**src/rtl/store_buffer.sv**
```systemverilog
// Posted-write store buffer between the core data port and data memory.
// Circular FIFO with valid/ready drain and youngest-match store-to-load forwarding.
module store_buffer #(
  parameter int DEPTH = 4,
  parameter int AW    = 32,
  parameter int DW    = 32
) (
  input  logic                         clk,
  input  logic                         reset,
  input  logic                         memwrite,
  input  logic [AW-1:0]                dataadr,
  input  logic [DW-1:0]                writedata,
  input  logic [AW-1:0]                readaddr,
  output logic                         fwd_hit,
  output logic [DW-1:0]                fwd_data,
  output logic                         stall,
  output logic                         mem_valid,
  output logic [AW-1:0]                mem_addr,
  output logic [DW-1:0]                mem_wdata,
  input  logic                         mem_ready,
  output logic                         empty,
  output logic [$clog2(DEPTH+1)-1:0]   count
);

  localparam int PW = $clog2(DEPTH);
  localparam int CW = $clog2(DEPTH+1);

  logic [AW-3:0]    adr_q [DEPTH];
  logic [DW-1:0]    dat_q [DEPTH];
  logic [DEPTH-1:0] vld_q, vld_d;
  logic [PW-1:0]    wr_q, wr_d;
  logic [PW-1:0]    rd_q, rd_d;
  logic [CW-1:0]    cnt_q, cnt_d;
  logic             full, enq, deq;
  logic [PW-1:0]    idx;

  assign full      = (cnt_q == CW'(DEPTH));
  assign empty     = (cnt_q == '0);
  assign count     = cnt_q;
  assign mem_valid = ~empty;
  assign stall     = memwrite & full;
  assign enq       = memwrite & ~full;
  assign deq       = mem_valid & mem_ready;
  assign mem_addr  = {adr_q[rd_q], 2'b00};
  assign mem_wdata = dat_q[rd_q];

  always_comb begin
    vld_d = vld_q;
    wr_d  = wr_q;
    rd_d  = rd_q;
    cnt_d = cnt_q;
    if (deq) begin
      vld_d[rd_q] = 1'b0;
      rd_d        = rd_q + PW'(1);
    end
    if (enq) begin
      vld_d[wr_q] = 1'b1;
      wr_d        = wr_q + PW'(1);
    end
    unique case ({enq, deq})
      2'b10:   cnt_d = cnt_q + CW'(1);
      2'b01:   cnt_d = cnt_q - CW'(1);
      default: cnt_d = cnt_q;
    endcase
  end

  // Walk oldest to youngest so the youngest match overwrites earlier ones.
  always_comb begin
    fwd_hit  = 1'b0;
    fwd_data = '0;
    idx      = '0;
    for (int k = DEPTH; k >= 1; k--) begin
      idx = wr_q - PW'(k);
      if (vld_q[idx] && (adr_q[idx] == readaddr[AW-1:2])) begin
        fwd_hit  = 1'b1;
        fwd_data = dat_q[idx];
      end
    end
  end

  always_ff @(posedge clk or negedge reset) begin
    if (!reset) begin
      wr_q  <= '0;
      rd_q  <= '0;
      cnt_q <= '0;
      vld_q <= '0;
      for (int i = 0; i < DEPTH; i++) begin
        adr_q[i] <= '0;
        dat_q[i] <= '0;
      end
    end else begin
      wr_q  <= wr_d;
      rd_q  <= rd_d;
      cnt_q <= cnt_d;
      vld_q <= vld_d;
      if (enq) begin
        adr_q[wr_q] <= dataadr[AW-1:2];
        dat_q[wr_q] <= writedata;
      end
    end
  end

endmodule
```
**config.mk**
```make
export PLATFORM = sky130hd
export DESIGN_NAME = store_buffer
export DESIGN_NICKNAME = d
export VERILOG_FILES = /design/src/rtl/store_buffer.sv
export SDC_FILE = /design/constraint.sdc
export NUM_CORES = 1
export LEC_CHECK = 0
export CAP_MARGIN = 10
export CORE_ASPECT_RATIO = 0.7
export CORE_MARGIN = 2
export CORE_UTILIZATION = 30
export DETAILED_ROUTE_END_ITERATION = 16
export PLACE_DENSITY_LB_ADDON = 0.08
export SLEW_MARGIN = 20
export SYNTH_ARGS = -nofsm -noshare
export SYNTH_HDL_FRONTEND = slang
export SYNTH_SLANG_ARGS = --single-unit
```
**constraint.sdc**
```tcl
create_clock -name clk -period 6.43 [get_ports clk]
set_clock_uncertainty 0.15 [all_clocks]
set_input_delay 0.9645 -clock clk [delete_from_list [all_inputs] [get_ports clk]]
set_output_delay 0.9645 -clock clk [all_outputs]
set_load 0.02 [all_outputs]
```
==> metrics, run 1 <==
top-level port count ~200; met1 WL ~35,000 um; synthesis-to-layout area growth 19.1%; Hold/Removal Path Class in -> async; WP data arrival 5.20 ns; top_reg_cell synth dfrtp_1; R2R depth 6; cell family with most CP delay buffers and inverters; DRT antenna net count 0; TritonCTS buffer count 34; cell taking the most area after synthesis dfrtp_1; Max Buffers Root-to-Sink 3; Remaining Overflow, GRT 0; outcome complete, no violations; clk_lat worst skew 0.55 ns; asr flop ratio synth 100%; measured slew at the worst slew-check pin ~1.0 ns; CTS root buf clkbuf_16; post-CTS setup buffer count 0; Synth Area per Inst between 10 and 15 um^2; Die H between 200 and 250 um; Rows 79; I/O Buffers around 200; worst path bufs/invs 3; Pleak about 0.0091 uW; max_slew headroom a little under a third; unrepaired setup endpoints after global routing false; routed length on met2 a little under 30,000 um; crit share post-route between 90% and 100%; largest net degree at the start of global routing roughly 180; initial antenna violation count 6; CP endpoint kind output port; critical path class reg -> out; first-pass GRT wire length ~100,000 um; worst-path maximum fanout about 110; synth unique cells 64; power per standard cell area between 600 and 700 nW/um^2; Final nets roughly 1,800; Power, Total around 16,000 uW; die width ~310 um; die area ~70,000 um^2; Worst path depth 10; count of max-cap constraint violations 0; clock sink total between 200 and 300; Synth Cell Area 20,100 um^2; DP Wirelength 46,500 um; CP cell instances buf_12 -> mux4_2 -> xor2_1 -> a211o_1 -> nor4_1 -> or4b_1 -> o21ba_1 -> buf_12 -> a311oi_1 -> clkdlybuf4s50_1; number of synthesis warnings 0; final instance area 23,900 um^2; endpoints failing hold 0; post-synthesis cell count 1,622; wire length per cell approximately 27 um; critical path's slowest cell clkdlybuf4s50_1; fin crit period 6.32 ns; starting density of the core 30.2%; setup TNS after final layout 0 ns; max-slew violations 0; Critical Path RT 5.32 ns; Largest stage delay, worst path approximately 0.7 ns; clock transition at the registers of the reported paths 0.06 ns; layout cells sized above 1 around 34%; routability cong. between 0.9 and 1; EDFF count, synth 0; initial DRC count 1,005; most used cell, CP buf_12; Residual DRC 0; vias in the first global route 15,200; Peak Freq 0.158 GHz; final setup violation count 0; Max VDD drop between 0.4 and 0.5 mV; Top Layer Used met5; CTS tree yes; top-area cell type share of the netlist area roughly a third; via count 15,000; met3 WL post-DR roughly 5100 um; Synth Register Bits around 260; post-synthesis sequential area ratio roughly 32%; crit start category flop; Global Route Usage Sum about a fifth; Routed WL 70,200 um; CORE AREA 66,300 um^2; router iterations before antenna repair 5; ranking of synthesized cells by area dfrtp_1, mux4_2, mux2_2, mux2i_1, xnor2_1; Post-DP Area between 20,000 and 25,000 um^2; final core utilization a little over a third; htree depth 2; drt via density 5.68
[area by class of cell]
class	instances	area, um^2
fill	6450	42400
multi-input combinational	1188	12800
sequential	259	6500
clock inverter	4	26.3
timing repair buffer	233	2380
antenna	2	5.00
inverter	18	67.6
clock buffer	53	1030
tap	891	1110
[cells in the final DEF, fill, tap and decap left out, types with 4 or more instances in the layout]
master / synthesis / routed
dfrtp_1: 259 / 255
a21oi_1: 44 / 44
nand2_4: 0 / 4
o22ai_1: 7 / 7
clkbuf_16: 0 / 35
o211ai_1: 5 / 5
nor4_1: 41 / 40
mux2i_2: 3 / 4
a22oi_1: 5 / 5
xnor2_1: 81 / 80
nor2_1: 45 / 45
ha_1: 9 / 8
dlymetal6s2s_1: 0 / 7
clkbuf_1: 85 / 9
clkdlybuf4s50_1: 0 / 188
clkbuf_8: 0 / 9
nand4_1: 46 / 46
inv_1: 17 / 17
a311oi_1: 32 / 31
nor2b_1: 33 / 33
o21ai_0: 45 / 45
buf_4: 5 / 27
mux2_2: 295 / 295
dfrtp_4: 0 / 4
buf_12: 3 / 9
mux4_2: 200 / 200
o221ai_1: 5 / 5
mux2i_1: 105 / 104
xor2_1: 27 / 27
nand2_1: 95 / 91
[metal layers]
metal / up-vias / global-route usage, %
met4: 2 / 4.70
met3: 90 / 5.80
li1: 6553 / -
met2: 423 / 28.4
met1: 7964 / 30.3
met5: - / 0
[synth_stat cells (16+ instances only)]
master / count
xor2_1: 27
a311oi_1: 32
clkbuf_1: 85
o21ai_0: 45
nand4_1: 46
mux4_2: 200
a21oi_1: 44
buf_2: 35
dfrtp_1: 259
buf_1: 16
mux2i_1: 105
nor2_1: 45
inv_1: 17
nand2_1: 95
nor4_1: 41
mux2_2: 295
xnor2_1: 81
nor2b_1: 33
[through the flow]
step / cells / setup WS, ns / hold slack, ns
after floorplan: 1623 / 0.795 / 0.331
after global placement: 2589 / 0.643 / 0.373
after detailed placement: 2589 / 0.666 / 0.380
after CTS: 2646 / 0.0625 / 0.367
after global routing: 2648 / 0.000389 / 0.403
final: 2648 / 0.112 / 0.340
[logic make-up (layout without fill, tap and decap cells)]
kind of cell               after synthesis  after routing  synth area share [%]
DFF                                    259            259                  32.3
adders and majority gates               10             10                 0.661
xor gates and xnor gates               108            108                  4.72
muxes                                  604            604                  44.5
and+or+nand+nor                        283            283                  7.23
other                                    1              4                0.0187
buffers and inverters                  176            308                  4.41
AOI/OAI and AO/OA                      181            181                  6.12
[state kept, by name, indices dropped and copies added (netlist names)]
signal	count
wr_q	2
adr_q	120
vld_q	4
rd_q	2
count	3
dat_q	128
[where the power goes]
group / internal (uW) / switching [uW]
sequential: 2480 / 1300
combinational: 5300 / 4830
clock: 1100 / 777
[worst register-to-register path, cell delays in order (launching register included)]
cell     delay [ns]
dfrtp_4        0.44
buf_4          0.52
buf_4          0.62
ha_1           0.29
nand2_4        0.43
buf_4          0.53
mux2_2         0.35
[path summary, 6_finish.rpt]
kind / startpoint / to / slack [ns]
max in group asynchronous: reset / adr_q[108] / 4.39
min in group clk: vld_q[3] / vld_q[3] / 0.39
setup / recovery: wr_q[0] / fwd_data[26] / 0.11
hold / removal: reset / count[2] / 0.34
setup reg to reg: wr_q[0] / dat_q[71] / 2.97
hold reg to reg: vld_q[3] / vld_q[3] / 0.39
[timing repair]
action	4_1_cts	5_1_grt
hold buffers	0	0
gates resized for setup	0	12
setup endpoints to repair	0	23
(Power assumes the default switching activity.)
==> run 2, diff against run 1 <==
- PLACE_DENSITY: default -> 0.57
- PLACE_DENSITY_LB_ADDON: 0.08 -> default
==> run 2 against run 1 <==
Against the previous run:
- combinational power about the same
- critical path depth increased by 2
- die area unchanged
- core utilization increased by 0.21 points
- sequential cell count unchanged
- critical endpoint is now fwd_data[31]
- largest cell class unchanged
- largest power group unchanged
==> metrics, run 2 (synthesized netlist as in run 1, its figures left out) <==
crit start category flop; max_slew headroom 25.4% (-4.9 points); crit share post-route 99.3% (+1.0 points); largest net degree at the start of global routing 125 (-29%); I/O Buffers 196 (unchanged); endpoints failing hold 0 (unchanged); wire length per cell 25.6 um (-3.6%); power per standard cell area 657 nW/um^2 (-0.62%); via count 15,400 (+2.5%); fin crit period 6.38 ns (+0.0646 ns); most common cell after layout, fill and taps aside mux2_2; die area 69,000 um^2 (unchanged); biggest regs dat_q x128, adr_q x120, vld_q x4; CTS tree yes; synthesis-to-layout area growth 19.8%; starting density of the core 30.2% (unchanged); max-slew violations 0 (unchanged); Max Buffers Root-to-Sink 3 (unchanged); TritonCTS buffer count 31 (-8.8%); CORE AREA 66,300 um^2 (unchanged); measured slew at the worst slew-check pin 1.12 ns (+0.0735 ns); most frequent cells in the layout mux2_2, dfrtp_1, mux4_2; router iterations before antenna repair 7 (+2); area taken by multi-input logic gates 12,800 um^2 (+0.53%); clock transition at the registers of the reported paths 0.06 ns (about the same); count of max-cap constraint violations 0 (unchanged); unrepaired setup endpoints after global routing false; Final nets 1,847 (+0.16%); Rows 79 (unchanged); Residual DRC 0 (unchanged); Layout fillers 6,307 (-2.2%); layout cells sized above 1 35.0% (+0.72 points); CTS root buf clkbuf_16; final setup violation count 0 (unchanged); vias in the first global route 15,400 (+1.6%); outcome complete, no violations; max reg flops 128 (unchanged); final worst setup slack 0.0471 ns (-0.0646 ns); initial DRC count 1,202 (+20%); worst-path maximum fanout 36 (-66%); Critical Path RT 5.32 ns (about the same); Most flops, register dat_q; CP endpoint kind output port; die width 313 um (unchanged); Global Route Usage Sum 19.2% (-1.0 points); Die H 220 um (unchanged); routability cong. 0.907 (-2.2%); Pleak 0.00901 uW (-0.49%); DP Wirelength 44,500 um (-4.2%); first-pass GRT wire length 100,000 um (-3.4%); Peak Freq 0.157 GHz (-1.0%); drt via density 5.80 (+2.2%); clk_lat worst skew 0.59 ns (+0.04 ns); register area 6500 um^2 (unchanged); Hold/Removal Path Class in -> async; Max VDD drop 0.339 mV (-21%); top-level port count 203 (unchanged); DRT antenna net count 0 (unchanged); worst slack, placed 0.552 ns (-0.114 ns); Routed WL 67,900 um (-3.3%); clock sink total 259 (unchanged); critical path class reg -> out; htree depth 1 (-1); initial antenna violation count 3 (-3); final core utilization 36.2% (+0.21 points); WP data arrival 5.27 ns (+0.07 ns); Remaining Overflow, GRT 0 (unchanged)
-- run 2: through the flow --
| stage | cells | instance area (um^2) | hold slack (ns) | TNS [ns] | total power (uW) |
|---|---|---|---|---|---|
| detailed placement | 2590 | 22800 | 0.380 | 0 | 13700 |
| CTS | 2648 | 23800 | 0.354 | -0.000349 | 15600 |
| global route | 2653 | 24000 | 0.0781 | 0 | 16700 |
| global placement | 2590 | 22800 | 0.362 | 0 | 13400 |
| finish | 2656 | 24000 | 0.0909 | 0 | 15800 |
| floorplan | 1623 | 20100 | 0.331 | 0 | 10700 |
-- run 2: power by group --
group | leakage [uW] | internal, uW | switching [uW]
clock | 0.000512 | 1080 | 748
sequential | 0.00307 | 2480 | 1300
combinational | 0.00543 | 5370 | 4790
-- run 2: final timing paths --
check	depth (start not counted)	slack, ns	to	startpoint
setup / recovery	12	0.05	fwd_data[31]	wr_q[0]
hold / removal	1	0.09	dat_q[19]	reset
setup reg to reg	6	2.42	adr_q[0]	wr_q[1]
hold reg to reg	1	0.39	count[2]	count[2]
max in group asynchronous	3	4.54	adr_q[13]	reset
min in group clk	1	0.39	count[2]	count[2]
-- run 2: final cells by class --
type                       count  area share (%)
antenna                        3          0.0312
sequential                   259            27.0
clock buffer                  46            3.75
timing repair buffer         239            10.2
multi-input combinational   1188            53.4
tap                          891            4.64
clock inverter                12           0.599
inverter                      18           0.281
-- run 2: per-layer routing --
layer	GRT usage, %	part of all wire [%]	vias up
met4	3.92	1.7	4
met2	29.7	45	643
met3	4.38	8.0	86
li1	-	-	6578
met1	27.5	45	8095
met5	0	0.031	-
-- run 2: repair_timing --
item / in CTS / in global routing
endpoints found under the setup margin: 6 / 32
hold buffers: 0 / 0
buffers inserted: 0 / 2
hold endpoints to repair: 0 / 0
cloned: 0 / 2
pin swaps: 0 / 1
resized for setup: 3 / 16
-- run 2: worst max-delay path, stage by stage (launching register included) --
cell and delay [ns]:
dfrtp_4 0.45, inv_1 0.09, ha_4 0.35, buf_16 0.24, mux4_2 0.55, xnor2_1 0.30, nand4_1 0.33, a2111oi_4 0.39
and4_2 0.33, buf_12 0.25, nand2_1 0.08, a311oi_1 0.52, clkdlybuf4s50_1 0.73
